[config.mk]
export PLATFORM = sky130hd
export DESIGN_NAME = fp32_mul_pipe
export DESIGN_NICKNAME = d
export VERILOG_FILES = /design/src/rtl/fp32_mul_pipe.sv
export SDC_FILE = /design/constraint.sdc
export NUM_CORES = 2
export LEC_CHECK = 0
export ABC_CLOCK_PERIOD_IN_PS = 7000
export CELL_PAD_IN_SITES_DETAIL_PLACEMENT = 1
export CELL_PAD_IN_SITES_GLOBAL_PLACEMENT = 1
export CORE_MARGIN = 1.5
export CORE_UTILIZATION = 39
export DETAILED_ROUTE_END_ITERATION = 7
export PLACE_DENSITY = 0.8
export SYNTH_ARGS = -nofsm -noshare
export SYNTH_HDL_FRONTEND = slang
export SYNTH_SLANG_ARGS = --single-unit
[constraint.sdc]
create_clock -name clk -period 7 [get_ports clk]
set_input_delay 0.7 -clock clk [delete_from_list [all_inputs] [get_ports clk]]
set_output_delay 0.7 -clock clk [all_outputs]
set_load 0.05 [all_outputs]
[src/rtl/fp32_mul_pipe.sv]
`default_nettype none
// ============================================================================
//  Module      : fp32_mul_pipe
//  Description : Three-stage pipelined IEEE-754 single-precision multiplier
//                with a valid/ready handshake on both sides.
//                  S1 unpack/classify, S2 24x24 significand multiply,
//                  S3 normalise/round/pack (registered outputs).
//                Denormal inputs are flushed to signed zero, and underflowed
//                results are flushed to signed zero.
//  Ports       : clk, rst_n (async, active low)
//                in_valid/in_ready, r_mode[2:0], fp_X[31:0], fp_Y[31:0]
//                out_valid/out_ready, fp_Z[31:0], ovrf, udrf
//  Revision    : 1.0 - initial release
// ============================================================================
module fp32_mul_pipe #(
    parameter logic [31:0] NAN_CANON = 32'h7FC0_0000,
    parameter bit          FTZ       = 1'b1
) (
    input  logic        clk,
    input  logic        rst_n,
    input  logic        in_valid,
    output logic        in_ready,
    input  logic [2:0]  r_mode,
    input  logic [31:0] fp_X,
    input  logic [31:0] fp_Y,
    output logic        out_valid,
    input  logic        out_ready,
    output logic [31:0] fp_Z,
    output logic        ovrf,
    output logic        udrf
);

    localparam logic [2:0] c_rne = 3'b000;
    localparam logic [2:0] c_rtz = 3'b001;
    localparam logic [2:0] c_rdn = 3'b010;
    localparam logic [2:0] c_rup = 3'b011;
    localparam logic [2:0] c_rmm = 3'b100;

    localparam logic [31:0] c_pos_inf = 32'h7F80_0000;
    localparam logic [30:0] c_max_mag = 31'h7F7F_FFFF;

    // The whole pipe moves as one; a bubble in a stage is simply carried along.
    logic w_adv;
    assign w_adv    = !out_valid || out_ready;
    assign in_ready = w_adv;

    // ------------------------------------------------------------------
    // S1 combinational: unpack and classify
    // ------------------------------------------------------------------
    logic [7:0]        w_ex, w_ey;
    logic [22:0]       w_fx, w_fy;
    logic              w_x_nan, w_y_nan, w_x_inf, w_y_inf, w_x_zero, w_y_zero;
    logic signed [9:0] w_exp_sum;
    logic [2:0]        w_mode;

    assign w_ex = fp_X[30:23];
    assign w_ey = fp_Y[30:23];
    assign w_fx = fp_X[22:0];
    assign w_fy = fp_Y[22:0];

    assign w_x_nan  = (w_ex == 8'hFF) && (w_fx != 23'd0);
    assign w_y_nan  = (w_ey == 8'hFF) && (w_fy != 23'd0);
    assign w_x_inf  = (w_ex == 8'hFF) && (w_fx == 23'd0);
    assign w_y_inf  = (w_ey == 8'hFF) && (w_fy == 23'd0);
    // With FTZ cleared only true zeros are zero; denormals are then not
    // normalised correctly, so FTZ=1 is the only meaningful setting.
    assign w_x_zero = (w_ex == 8'd0) && (FTZ || (w_fx == 23'd0));
    assign w_y_zero = (w_ey == 8'd0) && (FTZ || (w_fy == 23'd0));

    assign w_exp_sum = $signed({2'b00, w_ex}) + $signed({2'b00, w_ey}) - 10'sd127;

    // Reserved rounding codes collapse to RNE here so later stages see only five.
    assign w_mode = (r_mode > c_rmm) ? c_rne : r_mode;

    // ------------------------------------------------------------------
    // Pipeline registers
    // ------------------------------------------------------------------
    logic              r_s1_valid, r_s1_sign, r_s1_nan, r_s1_inf, r_s1_zero;
    logic signed [9:0] r_s1_exp;
    logic [23:0]       r_s1_mx, r_s1_my;
    logic [2:0]        r_s1_mode;

    logic              r_s2_valid, r_s2_sign, r_s2_nan, r_s2_inf, r_s2_zero;
    logic signed [9:0] r_s2_exp;
    logic [47:0]       r_s2_prod;
    logic [2:0]        r_s2_mode;

    logic [31:0]       w_z;
    logic              w_ovf, w_udf;

    always_ff @(posedge clk or negedge rst_n) begin
        if (!rst_n) begin
            r_s1_valid <= 1'b0;
            r_s1_sign  <= 1'b0;
            r_s1_nan   <= 1'b0;
            r_s1_inf   <= 1'b0;
            r_s1_zero  <= 1'b0;
            r_s1_exp   <= 10'sd0;
            r_s1_mx    <= 24'd0;
            r_s1_my    <= 24'd0;
            r_s1_mode  <= c_rne;
            r_s2_valid <= 1'b0;
            r_s2_sign  <= 1'b0;
            r_s2_nan   <= 1'b0;
            r_s2_inf   <= 1'b0;
            r_s2_zero  <= 1'b0;
            r_s2_exp   <= 10'sd0;
            r_s2_prod  <= 48'd0;
            r_s2_mode  <= c_rne;
            out_valid  <= 1'b0;
            fp_Z       <= 32'd0;
            ovrf       <= 1'b0;
            udrf       <= 1'b0;
        end else if (w_adv) begin
            // S1
            r_s1_valid <= in_valid;
            r_s1_sign  <= fp_X[31] ^ fp_Y[31];
            // Inf*0 is invalid, so it joins the NaN class up front.
            r_s1_nan   <= w_x_nan || w_y_nan || (w_x_inf && w_y_zero) || (w_x_zero && w_y_inf);
            r_s1_inf   <= w_x_inf || w_y_inf;
            r_s1_zero  <= w_x_zero || w_y_zero;
            r_s1_exp   <= w_exp_sum;
            r_s1_mx    <= {1'b1, w_fx};
            r_s1_my    <= {1'b1, w_fy};
            r_s1_mode  <= w_mode;
            // S2
            r_s2_valid <= r_s1_valid;
            r_s2_sign  <= r_s1_sign;
            r_s2_nan   <= r_s1_nan;
            r_s2_inf   <= r_s1_inf;
            r_s2_zero  <= r_s1_zero;
            r_s2_exp   <= r_s1_exp;
            r_s2_prod  <= r_s1_mx * r_s1_my;
            r_s2_mode  <= r_s1_mode;
            // S3 / outputs
            out_valid  <= r_s2_valid;
            fp_Z       <= w_z;
            ovrf       <= w_ovf;
            udrf       <= w_udf;
        end
    end

    // ------------------------------------------------------------------
    // S3 combinational: normalise, round, pack, special cases
    // ------------------------------------------------------------------
    logic              w_norm;
    logic [22:0]       w_mant;
    logic              w_g, w_r, w_s, w_l, w_inc, w_grs;
    logic [23:0]       w_mant_r;
    logic signed [9:0] w_exp_n, w_exp_f;

    always_comb begin
        w_norm = r_s2_prod[47];
        if (w_norm) begin
            w_mant  = r_s2_prod[46:24];
            w_g     = r_s2_prod[23];
            w_r     = r_s2_prod[22];
            w_s     = |r_s2_prod[21:0];
            w_exp_n = r_s2_exp + 10'sd1;
        end else begin
            w_mant  = r_s2_prod[45:23];
            w_g     = r_s2_prod[22];
            w_r     = r_s2_prod[21];
            w_s     = |r_s2_prod[20:0];
            w_exp_n = r_s2_exp;
        end
        w_l   = w_mant[0];
        w_grs = w_g || w_r || w_s;

        case (r_s2_mode)
            c_rtz:   w_inc = 1'b0;
            c_rdn:   w_inc = r_s2_sign && w_grs;
            c_rup:   w_inc = !r_s2_sign && w_grs;
            c_rmm:   w_inc = w_g;
            default: w_inc = w_g && (w_r || w_s || w_l);
        endcase

        // A carry out of the 23-bit fraction leaves the fraction at zero,
        // so only the exponent needs bumping.
        w_mant_r = {1'b0, w_mant} + {23'd0, w_inc};
        w_exp_f  = w_mant_r[23] ? (w_exp_n + 10'sd1) : w_exp_n;

        w_z   = {r_s2_sign, w_exp_f[7:0], w_mant_r[22:0]};
        w_ovf = 1'b0;
        w_udf = 1'b0;

        if (r_s2_nan) begin
            w_z = NAN_CANON;
        end else if (r_s2_inf) begin
            w_z = {r_s2_sign, c_pos_inf[30:0]};
        end else if (r_s2_zero) begin
            w_z = {r_s2_sign, 31'd0};
        end else if (w_exp_f >= 10'sd255) begin
            w_ovf = 1'b1;
            case (r_s2_mode)
                c_rtz:   w_z = {r_s2_sign, c_max_mag};
                c_rup:   w_z = r_s2_sign ? {1'b1, c_max_mag} : c_pos_inf;
                c_rdn:   w_z = r_s2_sign ? {1'b1, c_pos_inf[30:0]} : {1'b0, c_max_mag};
                default: w_z = {r_s2_sign, c_pos_inf[30:0]};
            endcase
        end else if (w_exp_f <= 10'sd0) begin
            w_udf = 1'b1;
            w_z   = {r_s2_sign, 31'd0};
        end
    end

endmodule
`default_nettype wire
==> reports/summary.txt <==
Root Driver: clkbuf_16
asr flop ratio synth: 1.00
GR Overflow Total: 0
Vias: 21.9k
DRT Wirelength: 83,600 um
Cell variety after synth: 67
Pins Over Slew Limit: 0
status: finished, final reports clean
Arr. time, crit path: 7.23 ns
clock skew: 0.0339 ns
syn nets: 3,875
number of setup violations in the final report: 0
Hold Crit Class: in -> async
crit end category: flop
final hold violation count: 0
register area share after synthesis: 0.151
Synth top area share: 0.352
CTS tree: built
Avg WL per Cell: 19.8 um
dominant cell by count in the synthesized netlist: nand2_1
Reg clk slew, reported paths: 0.09 ns
H-tree depth: 4
instance area after placement: 30,600 um^2
initial antenna violation count: 1
Slew HR: 0.259
post-DP HPWL: 67,700 um
Critical Path Source Type: flop
hold_buf cts: 0
Worst-Margin Slew: 1.10 ns
DR iter-0 viols: 1,200
Max FO, Critical Path: 9
GRT Total Usage: 0.241
Core ar.: 69,900 um^2
number of max-cap violations: 0
Final min period: 6.87 ns
Routed Antenna Nets: 0
Initial DRT Pass Iterations: 6
vias per cell: 5.19
Worst Path Required: 7.36 ns
top area cells in the synthesized netlist: fa_1, dfrtp_1, ha_1
Max Buffers Root-to-Sink: 2
number of synthesized flops with an enable pin: 0
Die W: 268 um
syn_area_per_cell: 8.78 um^2
dominant synthesized flop cell: dfrtp_1
Num CTS Buffers: 17
worst skew pair latency: 0.52 ns
post-synthesis register bit count: 166
DRC Markers: 0
global-route wire length before repair: 134,000 um
Row Count: 97
final worst path period share: 0.981
largest net degree at the start of global routing: 82
post-synthesis cell area: 27,500 um^2
Initial Util: 0.393
critical path type: reg -> reg
Final GP Congestion: 0.875
share of cells above drive strength 1: 0.0932
n_diodes: 0
Synth Warn #: 0
fmax: 0.146 GHz
die area: 72,000 um^2
port bufs: 106
clock tree sinks: 166
Synth Instances: 3,127
Finished Cell Area: 31,600 um^2
commonest cells in the netlist: nand2_1, inv_1, fa_1
vias in the first global route: 25.2k
area delta synth->final: 15.1%
Die Span Y: 268 um
Net count, final: 4,017
IO Pins: 107
cell taking the most area after synthesis: fa_1
## layer usage
| metal | vias up | global-route usage | part of all wire |
|---|---|---|---|
| met5 | - | 0 | 0 |
| met4 | 0 | 0.0944 | 0.036 |
| met2 | 460 | 0.431 | 0.52 |
| li1 | 9829 | - | - |
| met3 | 159 | 0.0260 | 0.031 |
| met1 | 11500 | 0.297 | 0.41 |
## worst max-delay path, stage by stage, from the launching register on
cell and delay (ns):
dfrtp_2 0.44, buf_6 0.16, nand2_1 0.08, fa_1 0.54, inv_1 0.08, fa_1 0.54
inv_1 0.05, fa_1 0.46, fa_1 0.52, inv_1 0.06, fa_1 0.49, fa_1 0.50
inv_1 0.06, fa_1 0.49, inv_1 0.04, ha_1 0.32, buf_4 0.18, a221o_1 0.34
a21oi_2 0.15, o31ai_2 0.09, buf_4 0.17, nand4_1 0.14, a21oi_2 0.13, buf_4 0.17
nor4b_4 0.19, nor2_1 0.09, xnor2_1 0.16, o21ai_0 0.09
## sequential cells by signal, summed over array words and instances, names as in the netlist, 3 cells and up
name,count
r_s2_prod,48
fp_Z,32
r_s1_mx,24
r_s1_my,23
r_s1_exp,10
r_s2_exp,10
r_s1_mode,3
r_s2_mode,3
## cells by family after synthesis
group           synth area share
compound gates            0.0687
xor+xnor                  0.0319
fa+ha+maj                  0.440
buf+inv                    0.100
flops                      0.151
mux                      0.00642
simple gates               0.201
## final timing paths
check | from | end | slack, ns | cells after the start
min | rst_n | r_s1_exp[8]$_DFFE_PN0P_ | 0.09 | 1
max in group asynchronous | rst_n | r_s1_mx[9]$_DFFE_PN0P_ | 5.55 | 2
min reg2reg | r_s1_mode[1]$_DFFE_PN0P_ | r_s1_mode[1]$_DFFE_PN0P_ | 0.47 | 2
min in group clk | r_s1_mode[1]$_DFFE_PN0P_ | r_s1_mode[1]$_DFFE_PN0P_ | 0.47 | 2
max | r_s1_my[3]$_DFFE_PN0P_ | r_s2_prod[46]$_DFFE_PN0P_ | 0.13 | 27
max reg2reg | r_s1_my[3]$_DFFE_PN0P_ | r_s2_prod[46]$_DFFE_PN0P_ | 0.13 | 27
## placed cells by master, fill, tap and decap left out, types with 39 or more instances in the layout
cell / instances
nor2_1: 84
nand2_1: 574
and2_1: 314
clkdlybuf4s50_1: 105
o21ai_0: 49
fa_1: 479
xnor2_1: 61
ha_1: 185
inv_1: 562
xor2_1: 39
dfrtp_1: 137
buf_4: 156
a21oi_1: 85
## through the flow
step | util | hold slack (ns) | setup slack (ns) | setup TNS, ns | std cells
6_report | 0.452 | 0.0897 | 0.131 | 0 | 4222
2_1_floorplan | - | 0.404 | 0.260 | 0 | 3127
4_1_cts | 0.447 | 0.0855 | 0.0137 | 0 | 4212
3_5_place_dp | 0.437 | 0.458 | -0.107 | -0.339 | 4180
5_1_grt | 0.452 | 0.111 | -0.126 | -0.448 | 4222
3_3_place_gp | 0.437 | 0.443 | 0.0659 | 0 | 4180
## layout make-up
type	instances	area [um^2]
Inverter	566	2130
Timing Repair Buffer	285	2660
Fill cell	8215	38300
Multi-Input combinational cell	2233	20800
Sequential cell	166	4190
Tap cell	940	1180
Clock buffer	17	425
Clock inverter	15	179
## what timing repair did
action / CTS / global route
endpoints found under the hold margin: 0 / 0
setup endpoints to repair: 13 / 22
gates resized for setup: 16 / 79
buffers inserted: 0 / 9
pin swaps: 1 / 35
cloned: 0 / 1
Power is not shown: default switching activity piles up to over one toggle a cycle in this logic, so the estimate is an artifact.
